===== src/rtl/reg_file_sb.sv =====
// Register file with write-back scoreboard: three combinational read ports, one clocked
// write port, per-register busy bits. Define REG_FILE_SB_BYPASS_EN for write-to-read forwarding.
module reg_file_sb #(
  parameter int DATA_W   = 16,
  parameter int NUM_REG  = 16,
  parameter int ADDR_W   = $clog2(NUM_REG),
  parameter int SP_IDX   = 2,
  parameter     SP_RESET = 16'hFFFC
) (
  input  logic              clk,
  input  logic              reset,
  input  logic [ADDR_W-1:0] rs1_addr,
  input  logic [ADDR_W-1:0] rs2_addr,
  input  logic [ADDR_W-1:0] dbg_addr,
  output logic [DATA_W-1:0] rs1_data,
  output logic [DATA_W-1:0] rs2_data,
  output logic [DATA_W-1:0] dbg_data,
  input  logic              wr_en,
  input  logic [ADDR_W-1:0] wr_addr,
  input  logic [DATA_W-1:0] wr_data,
  input  logic              iss_en,
  input  logic [ADDR_W-1:0] iss_rd,
  output logic              rs1_busy,
  output logic              rs2_busy,
  output logic              hazard,
  output logic [NUM_REG-1:0] busy_vec
);

  localparam logic [DATA_W-1:0] SP_INIT = DATA_W'(SP_RESET);

  logic [DATA_W-1:0]  regs [NUM_REG];
  logic [NUM_REG-1:0] busy_q;
  logic               wr_live;

  assign wr_live = wr_en && (wr_addr != '0);

  // NOTE: the whole array is reset here because the architectural SP value and
  // zeroed registers are visible state; a plain RAM would normally skip this.
  // NOTE: sequential state uses non-blocking assignments so every flop samples
  // pre-edge values regardless of statement order.
  always_ff @(posedge clk) begin
    if (reset) begin
      for (int i = 0; i < NUM_REG; i++) regs[i] <= '0;
      regs[SP_IDX] <= SP_INIT;
    end else if (wr_live) begin
      regs[wr_addr] <= wr_data;
    end
  end

  // A younger issue to the same register outranks the retiring writeback.
  always_ff @(posedge clk) begin
    if (reset) begin
      busy_q <= '0;
    end else begin
      busy_q[0] <= 1'b0;
      for (int i = 1; i < NUM_REG; i++) begin
        if (iss_en && (iss_rd == ADDR_W'(i)))
          busy_q[i] <= 1'b1;
        else if (wr_en && (wr_addr == ADDR_W'(i)))
          busy_q[i] <= 1'b0;
      end
    end
  end

  logic rs1_fwd, rs2_fwd, dbg_fwd;

`ifdef REG_FILE_SB_BYPASS_EN
  assign rs1_fwd = wr_live && (wr_addr == rs1_addr);
  assign rs2_fwd = wr_live && (wr_addr == rs2_addr);
  assign dbg_fwd = wr_live && (wr_addr == dbg_addr);
`else
  assign rs1_fwd = 1'b0;
  assign rs2_fwd = 1'b0;
  assign dbg_fwd = 1'b0;
`endif

  // Index 0 reads as zero no matter what the array or the write port hold.
  assign rs1_data = (rs1_addr == '0) ? '0 : (rs1_fwd ? wr_data : regs[rs1_addr]);
  assign rs2_data = (rs2_addr == '0) ? '0 : (rs2_fwd ? wr_data : regs[rs2_addr]);
  assign dbg_data = (dbg_addr == '0) ? '0 : (dbg_fwd ? wr_data : regs[dbg_addr]);

  assign rs1_busy = busy_q[rs1_addr] & ~rs1_fwd;
  assign rs2_busy = busy_q[rs2_addr] & ~rs2_fwd;
  assign hazard   = rs1_busy | rs2_busy;
  assign busy_vec = busy_q;

endmodule


===== config.mk =====
export PLATFORM = sky130hd
export DESIGN_NAME = reg_file_sb
export DESIGN_NICKNAME = d
export VERILOG_FILES = /design/src/rtl/reg_file_sb.sv
export SDC_FILE = /design/constraint.sdc
export NUM_CORES = 1
export LEC_CHECK = 0
export BUFFER_PORTS_ARGS = -buffer_cell sky130_fd_sc_hd__buf_2
export CAP_MARGIN = 20
export CORE_UTILIZATION = 56
export DETAILED_ROUTE_END_ITERATION = 7
export PLACE_DENSITY = 0.78
export SETUP_SLACK_MARGIN = 0.5
export SYNTH_ARGS = -nofsm -noshare
export SYNTH_HDL_FRONTEND = slang
export SYNTH_SLANG_ARGS = --single-unit

===== constraint.sdc =====
create_clock -name clk -period 2.75 [get_ports clk]
set_clock_uncertainty 0.2 [all_clocks]
set_input_delay 0.55 -clock clk [delete_from_list [all_inputs] [get_ports clk]]
set_output_delay 0.55 -clock clk [all_outputs]
set_load 0.02 [all_outputs]

==> impl_metrics.json <==
{
  "antenna_found_initial": 0,
  "synthArstFlopShare_pct": 0,
  "grt_pass1_wl_um": 81000,
  "seq_area_frac_synth_pct": 48.4,
  "final.min_clock_period_ps": 2910,
  "fin_crit_sh_pct": 106,
  "synth-main-ff-cell": "edfxtp_1",
  "final_nets": 1408,
  "grt_max_degree": 33,
  "grt_pass1_vias": 12721,
  "cp_data_arrival_time_ps": 2160,
  "tightestPinTransition_ps": 910,
  "p_leak_nw": 7.80,
  "peakVddDrop_mv": 0.464,
  "io_buffers": 105,
  "finalWirelength_um": 54800,
  "crit_path_max_incr_delay_ps": 480,
  "synthesis.instances": 1175,
  "avgSynthCellArea_um2": 14.0,
  "use_met2_pct": 59.6,
  "cts_buffers": 30,
  "finalSetupViolCount": 51,
  "share_seq_of_total_power_pct": 43.3,
  "dp_cells": 1688,
  "path_clk_slew_ps": 60,
  "violations": "negative setup slack",
  "use_met1_pct": 47.1,
  "startpoint": "regs[4][7]$_SDFFCE_PN0P_",
  "drc": 0,
  "drive_gt1_share_pct": 49.2,
  "internal_power_mw": 8.30,
  "place.gp.congestion": 0.908,
  "cp_max_fo": 3,
  "syn-cell-area_um2": 16500,
  "cts_max_level": 1,
  "cts_root_buf": "clkbuf_16",
  "cap_violations": 0,
  "hold_path_class": "primary input to flip-flop",
  "dieArea_um2": 30100,
  "cts_tree": "done",
  "core_area_um2": 28900,
  "max_freq_ghz": 0.343,
  "die_width_um": 174,
  "grt.busiest_layer": "met2",
  "p_sw_mw": 3.13,
  "synth_cell_types": 42,
  "drt-pass1-iter-count": 5,
  "dp_hpwl_um": 35100,
  "vias_per_cell": 6.92,
  "synth_edf_count": 256,
  "r2r-start": "busy_vec[13]$_SDFFE_PP0P_",
  "status": "finished with violations",
  "vias": 12300,
  "grtUsageTotal_pct": 36.8,
  "initial_core_util_pct": 57.1,
  "ios": 107,
  "ys_ff_latch": 271,
  "drv_slew": 0,
  "fin_ws_ps": -162,
  "crit_type": "flip-flop to output port",
  "grt.overflow.total": 0,
  "met3_usage_pct": 7.63,
  "cts_sinks": 271,
  "wl_per_cell_um": 30.8,
  "drtIter0Drc": 1669,
  "clkPwrFrac_pct": 34.5,
  "switching_share_pct": 27.4,
  "min-delay-start": "iss_rd[1]",
  "rsz0062_at_grt": "yes",
  "finalPower_mw": 11.4,
  "fin_cells": 1777,
  "p_comb_share_pct": 22.2,
  "clockBufferDepth": 3,
  "final_util_pct": 73.3,
  "reg2reg_slack_ps": 1700,
  "slowest_stage": "mux4_2",
  "ant_nets": 0,
  "rows": 62,
  "die_h_um": 174,
  "clkLatencyLatePin_ps": 570,
  "crit_path_start_kind": "flip-flop",
  "required_ps": 2000,
  "syn_to_final_growth_pct": 28.3,
  "worstPathCellList": "mux4_2 -> a21oi_1 -> o21ai_2 -> buf_6",
  "slew_headroom_pct": 39.1,
  "yosys_warnings": 0,
  "hold_viol": 0,
  "nFillCells": 1728,
  "power_density_nw_per_um2": 540,
  "worst_setup_path_end_kind": "output port"
}
cells in the mapped netlist, types with 2 or more instances:
library cell  number  area (µm²)
nor3_1            29         145
buf_1             13        48.8
a21oi_1           20         100
buf_6              6        67.6
inv_1              6        22.5
nand2_1           70         263
nand3b_1           2        15.0
mux2_2            57         642
nor2b_1           23         144
nand2b_1           5        31.3
and2_1           198        1240
edfxtp_1         256        7690
buf_2             22         110
o21ai_0           44         220
buf_4              9        67.6
or2_2             16         100
mux4_2           151        3400
mux4_1            22         578
a221oi_1          16         140
dfxtp_1           15         300
nor4_1             4        25.0
a22oi_1           11        82.6
nor3b_1            3        22.5
o31ai_1           18         135
or3_1              2        12.5
a211oi_1           8        60.1
mux2i_1           30         300
nand3_1           12        60.1
clkbuf_1          68         255
nor2_1            27         101
power by group through the flow:
| stage | registers (mW) | logic, mW | clock network [mW] |
|---|---|---|---|
| after global placement | 4.99 | 2.09 | 0 |
| after global routing | 4.97 | 2.61 | 4.10 |
| after detailed placement | 5.02 | 2.11 | 0 |
| after CTS | 4.93 | 2.42 | 3.95 |
| final | 4.95 | 2.54 | 3.94 |
| after floorplan | 4.95 | 1.41 | 0 |
per-layer routing:
layer / vias to the layer above / routed length (µm)
li1: 4962 / -
met1: 6130 / 18700
met2: 1006 / 26400
met3: 202 / 6410
met4: 0 / 3350
met5: - / 0
path summary, 6_finish.rpt:
kind | end | cells after the start
worst max-delay path | rs2_data[7] | 4
worst min register to register | busy_vec[15]$_SDFFE_PP0P_ | 2
worst min-delay path | busy_vec[7]$_SDFFE_PP0P_ | 3
worst max register to register | busy_vec[13]$_SDFFE_PP0P_ | 4
flip-flops by register name, indices dropped and copies added, names as in the netlist:
register,cells
regs,256
busy_vec,15
critical path: cells and delay by family (launching register included):
family / cells / cell delay (ps)
buffers and inverters: 1 / 150
AO/OA/AOI/OAI: 2 / 550
flip-flops: 1 / 420
multiplexers: 1 / 480
timing repair:
item | CTS | global route
pin swaps | 22 | 6
cloned | 7 | 0
setup endpoints to repair | 51 | 51
setup buffers | 20 | 5
hold buffers | 0 | 0
gates resized for setup | 179 | 46
logic make-up (layout without fill, tap and decap cells):
kind of cell | Yosys count | in the layout | synth area share [%]
simple gates | 396 | 396 | 13.3
mux | 261 | 261 | 30.0
compound gates | 120 | 120 | 4.65
flops | 271 | 271 | 48.4
other cells | 1 | 19 | 0.0227
buf+inv | 126 | 326 | 3.59
stage by stage:
stage                     setup TNS, ps  cell area (µm²)  setup WS, ps  hold WS, ps
after CTS                         -3750            21000          -153         98.8
after detailed placement          -7700            19000          -231          305
after global routing              -5630            21100          -192          142
after floorplan                       0            17300          41.3          360
after global placement            -7140            19000          -221          292
final                             -4200            21200          -162          111
placed cells by master, fill, tap and decap left out, drive strengths merged, types with 2 or more instances in the layout:
master,synthesis,final
nor3b,3,3
mux4,174,174
or2,17,17
nor3,29,29
and2,198,198
a22oi,11,11
nand2,70,70
nor4,4,4
edfxtp,256,256
nor2,27,27
diode,0,2
a21oi,20,20
a221oi,16,16
inv,6,6
o31ai,18,18
mux2i,30,30
clkbuf,69,42
nand2b,5,5
nand3,12,12
bufbuf,0,3
mux2,57,57
o21ai,44,44
or3,2,2
conb,1,17
a211oi,8,8
dfxtp,15,15
buf,51,262
nand3b,2,2
clkinv,0,11
nor2b,23,23
final cells by class:
cell class	instances	area, µm²	area share (%)
timing repair buffer	265	2740	13.0
antenna	2	5.00	0.0237
tap	384	480	2.27
inverter	6	22.5	0.106
clock buffer	42	877	4.15
multi-input combinational	794	8940	42.3
sequential	271	8000	37.8
clock inverter	13	85.1	0.402
Power figures use the tool's default switching activity.
